[src/rtl/wb_result_ctrl.sv]
// Result write-back controller: collects result words into the result RAM, then drains them to the host.
// Optional XOR checksum of collected words is built only when WB_CHECKSUM_EN is defined.
module wb_result_ctrl #(
   parameter int DATA_W    = 128,
   parameter int ADDR_W    = 6,
   parameter int MEM_DEPTH = 32
) (
   input  logic              wb_clk,
   input  logic              wb_reset,
   input  logic [2:0]        wb_cmd,
   input  logic [ADDR_W-1:0] wb_length,
   input  logic              pu_res_valid,
   input  logic [DATA_W-1:0] pu_res_data,
   output logic              pu_res_ready,
   output logic [ADDR_W-1:0] mem_addr,
   output logic              mem_we,
   output logic [DATA_W-1:0] mem_wdata,
   input  logic [DATA_W-1:0] mem_rdata,
   output logic [DATA_W-1:0] host_data_out,
   output logic              host_valid,
   input  logic              host_ready,
   output logic              wb_full,
   output logic              wb_done,
   output logic [DATA_W-1:0] wb_checksum
);

   // state      | meaning
   // S_IDLE     | waiting for start collect
   // S_COLLECT  | accepting result words, writing RAM
   // S_FULL     | batch held, waiting for drain command
   // S_RD_ISSUE | read address on the RAM bus
   // S_RD_WAIT  | RAM read data becomes valid
   // S_RD_OUT   | word presented to host until accepted

   localparam int CNT_W = ADDR_W + 1;
   localparam logic [2:0]       CMD_START = 3'b100;
   localparam logic [2:0]       CMD_DRAIN = 3'b010;
   localparam logic [2:0]       CMD_ABORT = 3'b000;
   localparam logic [CNT_W-1:0] DEPTH_C   = CNT_W'(MEM_DEPTH);
   localparam logic [CNT_W-1:0] ONE_C     = CNT_W'(1);

   typedef enum logic [2:0] {
      S_IDLE,
      S_COLLECT,
      S_FULL,
      S_RD_ISSUE,
      S_RD_WAIT,
      S_RD_OUT
   } state_t;

   state_t           state;
   logic [CNT_W-1:0] wr_cnt;
   logic [CNT_W-1:0] rd_cnt;
   logic [CNT_W-1:0] n_tgt;
   logic [CNT_W-1:0] len_p1;
   logic [CNT_W-1:0] wr_cnt_nxt;
   logic [CNT_W-1:0] rd_cnt_nxt;
   logic             cmd_start;
   logic             cmd_drain;
   logic             cmd_abort;
   logic             wr_acc;

   assign len_p1     = {1'b0, wb_length} + ONE_C;
   assign wr_cnt_nxt = wr_cnt + ONE_C;
   assign rd_cnt_nxt = rd_cnt + ONE_C;
   assign cmd_start  = (wb_cmd == CMD_START);
   assign cmd_drain  = (wb_cmd == CMD_DRAIN);
   assign cmd_abort  = (wb_cmd == CMD_ABORT) && (state != S_IDLE);

   assign pu_res_ready = (state == S_COLLECT) && (wr_cnt < n_tgt);
   // A word offered in the abort cycle completes the handshake but is dropped.
   assign wr_acc       = pu_res_valid && pu_res_ready && !cmd_abort;

   always_ff @(posedge wb_clk or negedge wb_reset) begin
      if (!wb_reset) begin
         state         <= S_IDLE;
         wr_cnt        <= '0;
         rd_cnt        <= '0;
         n_tgt         <= '0;
         mem_addr      <= '0;
         mem_we        <= 1'b0;
         mem_wdata     <= '0;
         host_data_out <= '0;
         host_valid    <= 1'b0;
         wb_full       <= 1'b0;
         wb_done       <= 1'b0;
      end else begin
         mem_we  <= 1'b0;
         wb_done <= 1'b0;
         if (cmd_abort) begin
            state      <= S_IDLE;
            wr_cnt     <= '0;
            rd_cnt     <= '0;
            n_tgt      <= '0;
            host_valid <= 1'b0;
            wb_full    <= 1'b0;
         end else begin
            case (state)
               S_IDLE: begin
                  if (cmd_start) begin
                     n_tgt  <= (len_p1 > DEPTH_C) ? DEPTH_C : len_p1;
                     wr_cnt <= '0;
                     rd_cnt <= '0;
                     state  <= S_COLLECT;
                  end
               end
               S_COLLECT: begin
                  if (wr_acc) begin
                     mem_we    <= 1'b1;
                     mem_addr  <= wr_cnt[ADDR_W-1:0];
                     mem_wdata <= pu_res_data;
                     wr_cnt    <= wr_cnt_nxt;
                  end
                  if (cmd_drain) begin
                     n_tgt   <= wr_acc ? wr_cnt_nxt : wr_cnt;
                     wb_full <= 1'b1;
                     state   <= S_FULL;
                  end else if (wr_acc && (wr_cnt_nxt == n_tgt)) begin
                     wb_full <= 1'b1;
                     state   <= S_FULL;
                  end
               end
               S_FULL: begin
                  if (cmd_drain) begin
                     wb_full <= 1'b0;
                     rd_cnt  <= '0;
                     if (n_tgt == '0) begin
                        wb_done <= 1'b1;
                        state   <= S_IDLE;
                     end else begin
                        // Address goes out with the entry into RD_ISSUE so data is ready by RD_OUT.
                        mem_addr <= '0;
                        state    <= S_RD_ISSUE;
                     end
                  end
               end
               S_RD_ISSUE: begin
                  state <= S_RD_WAIT;
               end
               S_RD_WAIT: begin
                  host_data_out <= mem_rdata;
                  host_valid    <= 1'b1;
                  state         <= S_RD_OUT;
               end
               S_RD_OUT: begin
                  if (host_ready) begin
                     host_valid <= 1'b0;
                     rd_cnt     <= rd_cnt_nxt;
                     if (rd_cnt_nxt == n_tgt) begin
                        wb_done <= 1'b1;
                        state   <= S_IDLE;
                     end else begin
                        mem_addr <= rd_cnt_nxt[ADDR_W-1:0];
                        state    <= S_RD_ISSUE;
                     end
                  end
               end
               default: state <= S_IDLE;
            endcase
         end
      end
   end

`ifdef WB_CHECKSUM_EN
   logic [DATA_W-1:0] csum;

   always_ff @(posedge wb_clk or negedge wb_reset) begin
      if (!wb_reset) begin
         csum <= '0;
      end else if (cmd_abort || ((state == S_IDLE) && cmd_start)) begin
         csum <= '0;
      end else if (wr_acc) begin
         csum <= csum ^ pu_res_data;
      end
   end

   assign wb_checksum = csum;
`else
   assign wb_checksum = '0;
`endif

endmodule

[config.mk]
export PLATFORM = sky130hd
export DESIGN_NAME = wb_result_ctrl
export DESIGN_NICKNAME = d
export VERILOG_FILES = /design/src/rtl/wb_result_ctrl.sv
export SDC_FILE = /design/constraint.sdc
export NUM_CORES = 1
export LEC_CHECK = 0
export CAP_MARGIN = 25
export CORE_AREA = 5 5 254 256
export CTS_CLUSTER_DIAMETER = 200
export DETAILED_ROUTE_END_ITERATION = 12
export DIE_AREA = 0 0 259 261
export GPL_ROUTABILITY_DRIVEN = 0
export HOLD_SLACK_MARGIN = 0.03
export PLACE_DENSITY_LB_ADDON = 0.05
export SYNTH_ARGS = -nofsm -noshare
export SYNTH_HDL_FRONTEND = slang
export SYNTH_SLANG_ARGS = --single-unit
[constraint.sdc]
create_clock -name wb_clk -period 8 [get_ports wb_clk]
set_input_delay 1.6 -clock wb_clk [delete_from_list [all_inputs] [get_ports wb_clk]]
set_output_delay 1.6 -clock wb_clk [all_outputs]
set_load 0.03 [all_outputs]
# After elaboration in Yosys (flattened, before gate mapping)
# Cells that the tools add are included.
# classes
n_addsub	3
n_lt_le_gt_ge	2
eq_ne	19
muxes	45
n_bitwise	1
n_reduce_logical	24
# op_table
op	count
two-way mux 7 bit	10
two-way mux 6 bit	5
one-hot mux 7 bit (2 select lines)	2
one-hot mux 7 bit (3 select lines)	1
two-way mux 3 bit	6
one-hot mux 3 bit (6 select lines)	1
one-hot mux 6 bit (3 select lines)	1
nonzero test 3 bit	5
adder 7 x 1 -> 7 bit (second input constant)	2
equality test 7 bit	2
two-way mux 1 bit	14
inequality test 3 bit (second input constant)	4
inequality test 2 bit (second input constant)	5
equality test 3 x 2 -> 1 bit (second input constant)	3
equality test 3 bit (second input constant)	3
AND reduction 3 bit	3
AND reduction 4 bit	2
adder 6 x 1 -> 7 bit (second input constant)	1
> comparator 7 x 6 -> 1 bit (second input constant)	1
zero test 7 bit	1
< comparator 7 bit	1
AND reduction 7 bit	1
zero test 3 bit	2
one-hot mux 1 bit (2 select lines)	3
8 further kinds	15
# word_totals
register_bits	290
wordCells	105

# Depth between registers and ports, before layout
# logic_depth
depth_word	9
ltp_mapped	12
depth_no_buf	9

# Least setup slack after synthesis
# No wires, ideal clock.
# synth_path
kind	in2reg
from	in wb_cmd[1]
to	reg mem_addr[0]
setup_ps	125
arrival_ps	3340
t_required_ps	7875
path_slack_ps	4535
cell_stages	9
path_buffers	2
cell_sequence	clkbuf_1 > or3_1 > o21ai_1 > or3_1 > buf_4 > inv_8 > o2111ai_2 > a21oi_4 > mux2_4
# synth_via
elab_chain_len	6
elab_cells_between_ends	9
# synth_lines
element	line_no	text
from (decl)	10	input logic [2:0] wb_cmd,
zero test 3 bit	68	assign cmd_abort = (wb_cmd == CMD_ABORT) && (state != S_IDLE);
logical AND 1 bit	68	
zero test 1 bit	72	assign wr_acc = pu_res_valid && pu_res_ready && !cmd_abort;
logical AND 1 bit	72	
inequality test 2 bit (no source line)	n/a	
AND reduction 7 bit (no source line) (*)	n/a	
to (signal assigned)	110	mem_addr <= wr_cnt[ADDR_W-1:0];
to (signal assigned)	153	mem_addr <= rd_cnt_nxt[ADDR_W-1:0];
to (decl)	15	output logic [ADDR_W-1:0] mem_addr,
# Every way passes the cells marked *; elsewhere a longest branch is shown, timed or not.
# A chain may end at the register's enable or synchronous reset.

# Final worst setup path
# layout_path
from	in wb_cmd[1]
to	reg n_tgt[0]
# layout_via
elab_chain_len	8
elab_cells_between_ends	14
# layout_lines
element	line_no	text
zero test 3 bit	68	
logical AND 1 bit	68	
zero test 1 bit	72	
logical AND 1 bit	72	
two-way mux 7 bit	n/a	
two-way mux 7 bit	114	if (cmd_drain) begin
one-hot mux 7 bit (2 select lines)	98	case (state)
two-way mux 7 bit	90	if (cmd_abort) begin
to (signal assigned)	101	n_tgt <= (len_p1 > DEPTH_C) ? DEPTH_C : len_p1;
to (signal assigned)	115	n_tgt <= wr_acc ? wr_cnt_nxt : wr_cnt;
to (decl)	54	logic [CNT_W-1:0] n_tgt;
# Parallel ways exist; a longest one is shown, timed or not. The select of a mux whose other input is x is not followed.

==> impl_metrics.csv <==
group,metric,value,unit
final_layout,nFillCells,6451,
place,hpwlAfterDp,40.5,mm
sta,worst_slew_pin_slew,0.971,ns
sta,finalSetupTns,0,ns
final_layout,layout.cells.most_common_list,"clkdlybuf4s50_1, nand2_1, dfrtp_1, mux2_2, conb_1",
power_and_ir_drop,netSwitchingPower,0.00374,W
synth,synth_area_per_cell,10.5,sq um
grt,grt_pass1_wl,76.4,mm
clock_tree,htreeDepth,2,
route,vias_per_cell,3.93,
worst_hold_path,holdPathStages,2,
synth,synth-async-reset-ratio,100,%
synth,syn_inst,1269,
power_and_ir_drop,seq_power_share,29.3,%
clock_tree,clockBufferDepth,3,
setup_path,path_cells,"clkdlybuf4s50_1 -> or3_1 -> o21ai_1 -> or3_4 -> buf_4 -> buf_4 -> o21ai_0 -> o22ai_1 -> a21oi_1",
sta,setup_viol,0,
place,portBuffers,535,
grt,grt_pass1_vias,10900,
power_and_ir_drop,powerDensity,428,mW/mm^2
setup_path,cpMaxStageDelayCell,"buf_4",
floorplanning,pin_count,664,
clock_tree,cts.root.buffer_cell,"clkbuf_16",
final_layout,syn_to_final_growth,52.5,%
route,dr.pass1.iters,4,
place,place_area,0.0190,sq mm
route,final_antenna_net_count,0,
clock_tree,worstSkewPairLatency,0.55,ns
setup_path,cp_common_cell,"buf_4",
setup_path,rr_startpoint,"n_tgt[4]$_DFFE_PN0P_",
synth,synth_area_leaders,"dfrtp_1, nand2_1, mux2_2",
power_and_ir_drop,p_int,0.00493,W
synth,ys.flop_type,"dfrtp_1",
clock_tree,postCtsHoldBufs,0,
grt,grt_max_degree,137,
synth,netlist.area_leader.share,54.6,%
synth,yosysSeqAreaShare,54.6,%
final_layout,final_common_cell,"clkdlybuf4s50_1",
route,routed_wl,54.2,mm
sta,rsz0062_at_grt,"false",
setup_path,reg2reg_slack,4.31,ns
setup_path,r2r-end,"n_tgt[0]$_DFFE_PN0P_",
power_and_ir_drop,swShare,43.1,%
grt,grt_antenna_before_repair,19,
sta,timing.fmax,208,MHz
setup_path,cpPeakStageDelay,0.81,ns
route,vias,10500,
final_layout,layout.nets,2066,
synth,synth_area_leader_cell,"dfrtp_1",
floorplanning,die_x,259,microns
clock_tree,cts_buffers,39,
synth,ys_warn_count,0,
sta,fin_crit_sh,60.1,%
power_and_ir_drop,leakage,9.08,nW
power_and_ir_drop,total_power,0.00866,W
setup_path,startpoint_type,"primary input",
sta,drv_slew,0,
final_layout,drive_gt1_share,12.1,%
clock_tree,cts_tree,"yes",
worst_hold_path,hp-class,"flip-flop to flip-flop",
clock_tree,cts.clk_slew.worst_paths,0.05,ns
route,drc_errors,0,
setup_path,worstPathRequired,8.41,ns
power_and_ir_drop,clkPwrFrac,19.6,%
floorplanning,die_h,261,microns
power_and_ir_drop,combPwrFrac,51.1,%
worst_hold_path,hold_path.startpoint,"mem_wdata[75]$_DFFE_PN0P_",
sta,skew,0.0165,ns
clock_tree,post_cts_resized,0,
flow_run,cap_violations,0,
worst_hold_path,holdPathEnd,"mem_wdata[75]$_DFFE_PN0P_",
clock_tree,cts.sinks,290,
synth,synth_cell_types,67,
setup_path,crit_type,"primary input to flip-flop",
floorplanning,rows,92,
grt,grt_overflow,0,
setup_path,cp_max_fo,81,
grt,track_usage,15.1,%
synth,ys_ff_latch,290,
setup_path,arrival,5.22,ns
clock_tree,cts_setup_buffers,0,
final_layout,postLayoutCoreUtil,32.5,%
floorplanning,core,0.0623,sq mm
setup_path,worst_r2r_path_depth,10,
sta,period_needed,4.81,ns
synth,synth_edf_count,0,
synth,syn-cell-area,0.0133,sq mm
power_and_ir_drop,irDropWorstVdd,0.000179,V
route,drtIter0Drc,349,
route,wl_per_cell,20.3,microns
final_layout,fin_area,0.0203,sq mm
floorplanning,dieArea,0.0676,sq mm
sta,final_hold_viol_count,0,
status,status,"complete, no violations",
floorplanning,start_util,21.3,%
sta,slew_headroom,35.3,%
setup_path,end_kind,"flip-flop",
Yosys cell counts (all sizes together), types with 5 or more instances:
| master | instances |
|---|---|
| a31oi | 7 |
| clkbuf | 34 |
| mux2 | 139 |
| xor2 | 12 |
| o31ai | 7 |
| and2 | 5 |
| nor2 | 37 |
| o21ai | 27 |
| nor3 | 10 |
| nand2 | 408 |
| ha | 11 |
| xnor2 | 10 |
| a21oi | 14 |
| dfrtp | 290 |
| buf | 159 |
| nand3 | 12 |
| inv | 10 |
sequential cells by signal, summed over array words and instances, names as in the netlist:
signal         count
wb_full            1
host_valid         1
mem_wdata        128
state              3
wr_cnt             7
mem_addr           6
n_tgt              7
wb_done            1
mem_we             1
host_data_out    128
rd_cnt             7
per-stage QoR:
| step | worst slack (ns) | hold slack [ns] | cells |
|---|---|---|---|
| floorplan | 4.54 | 0.468 | 1396 |
| global placement | 2.58 | 0.456 | 2591 |
| detailed placement | 2.59 | 0.462 | 2591 |
| CTS | 3.16 | 0.475 | 2660 |
| global route | 2.86 | 0.490 | 2664 |
| finish | 3.19 | 0.470 | 2672 |
cell type report:
class                   count  area, sq um  area share, %
inverters                  10         45.0          0.222
clock buffers              61         1170           5.78
flip-flops and latches    290         7260           35.8
multi-input cells         903         5180           25.6
diodes                     12         30.0          0.148
clock inverters             8         61.3          0.303
well taps                 846         1060           5.23
repair buffers            542         5450           26.9
power groups by stage:
stage	clock network, W	logic (W)	registers, W
floorplan	0	0.00126	0.00377
global placement	0	0.00452	0.00255
detailed placement	0	0.00451	0.00255
CTS	0.00179	0.00452	0.00255
global route	0.00184	0.00470	0.00263
finish	0.00170	0.00442	0.00254
layer usage:
layer	vias up	share of wire [%]	track usage, %
met5	-	0.19	0
met4	16	1.9	4.07
met3	67	9.2	6.42
met2	365	52	26.8
met1	5107	37	16.7
li1	4957	-	-
cell families after synthesis:
kind of cell               Yosys count  synth area share (%)
and+or+nand+nor                    508                  15.8
DFF                                290                  54.6
buffers and inverters              203                  10.0
muxes                              143                  12.3
AOI/OAI and AO/OA                   91                  4.74
xor gates and xnor gates            22                  1.45
adders and majority gates           11                  1.04
other                                1                0.0282
worst max path at each step:
stage | start | to | slack [ns] | cells past startpoint
floorplan | wb_cmd[1] | mem_addr[0]$_DFFE_PN0P_ | 4.54 | 9
global placement | wb_cmd[1] | n_tgt[0]$_DFFE_PN0P_ | 2.58 | 9
detailed placement | wb_cmd[1] | n_tgt[0]$_DFFE_PN0P_ | 2.59 | 9
CTS | wb_cmd[2] | n_tgt[0]$_DFFE_PN0P_ | 3.16 | 9
global route | wb_cmd[1] | n_tgt[0]$_DFFE_PN0P_ | 2.86 | 9
finish | wb_cmd[1] | n_tgt[0]$_DFFE_PN0P_ | 3.19 | 9
worst max-delay path, delay by kind of cell:
family,cells,cell delay [ns]
AO/OA/AOI/OAI,4,0.72
buffers and inverters,3,1.87
AND/OR/NAND/NOR,2,0.97
(Power assumes the default switching activity.)
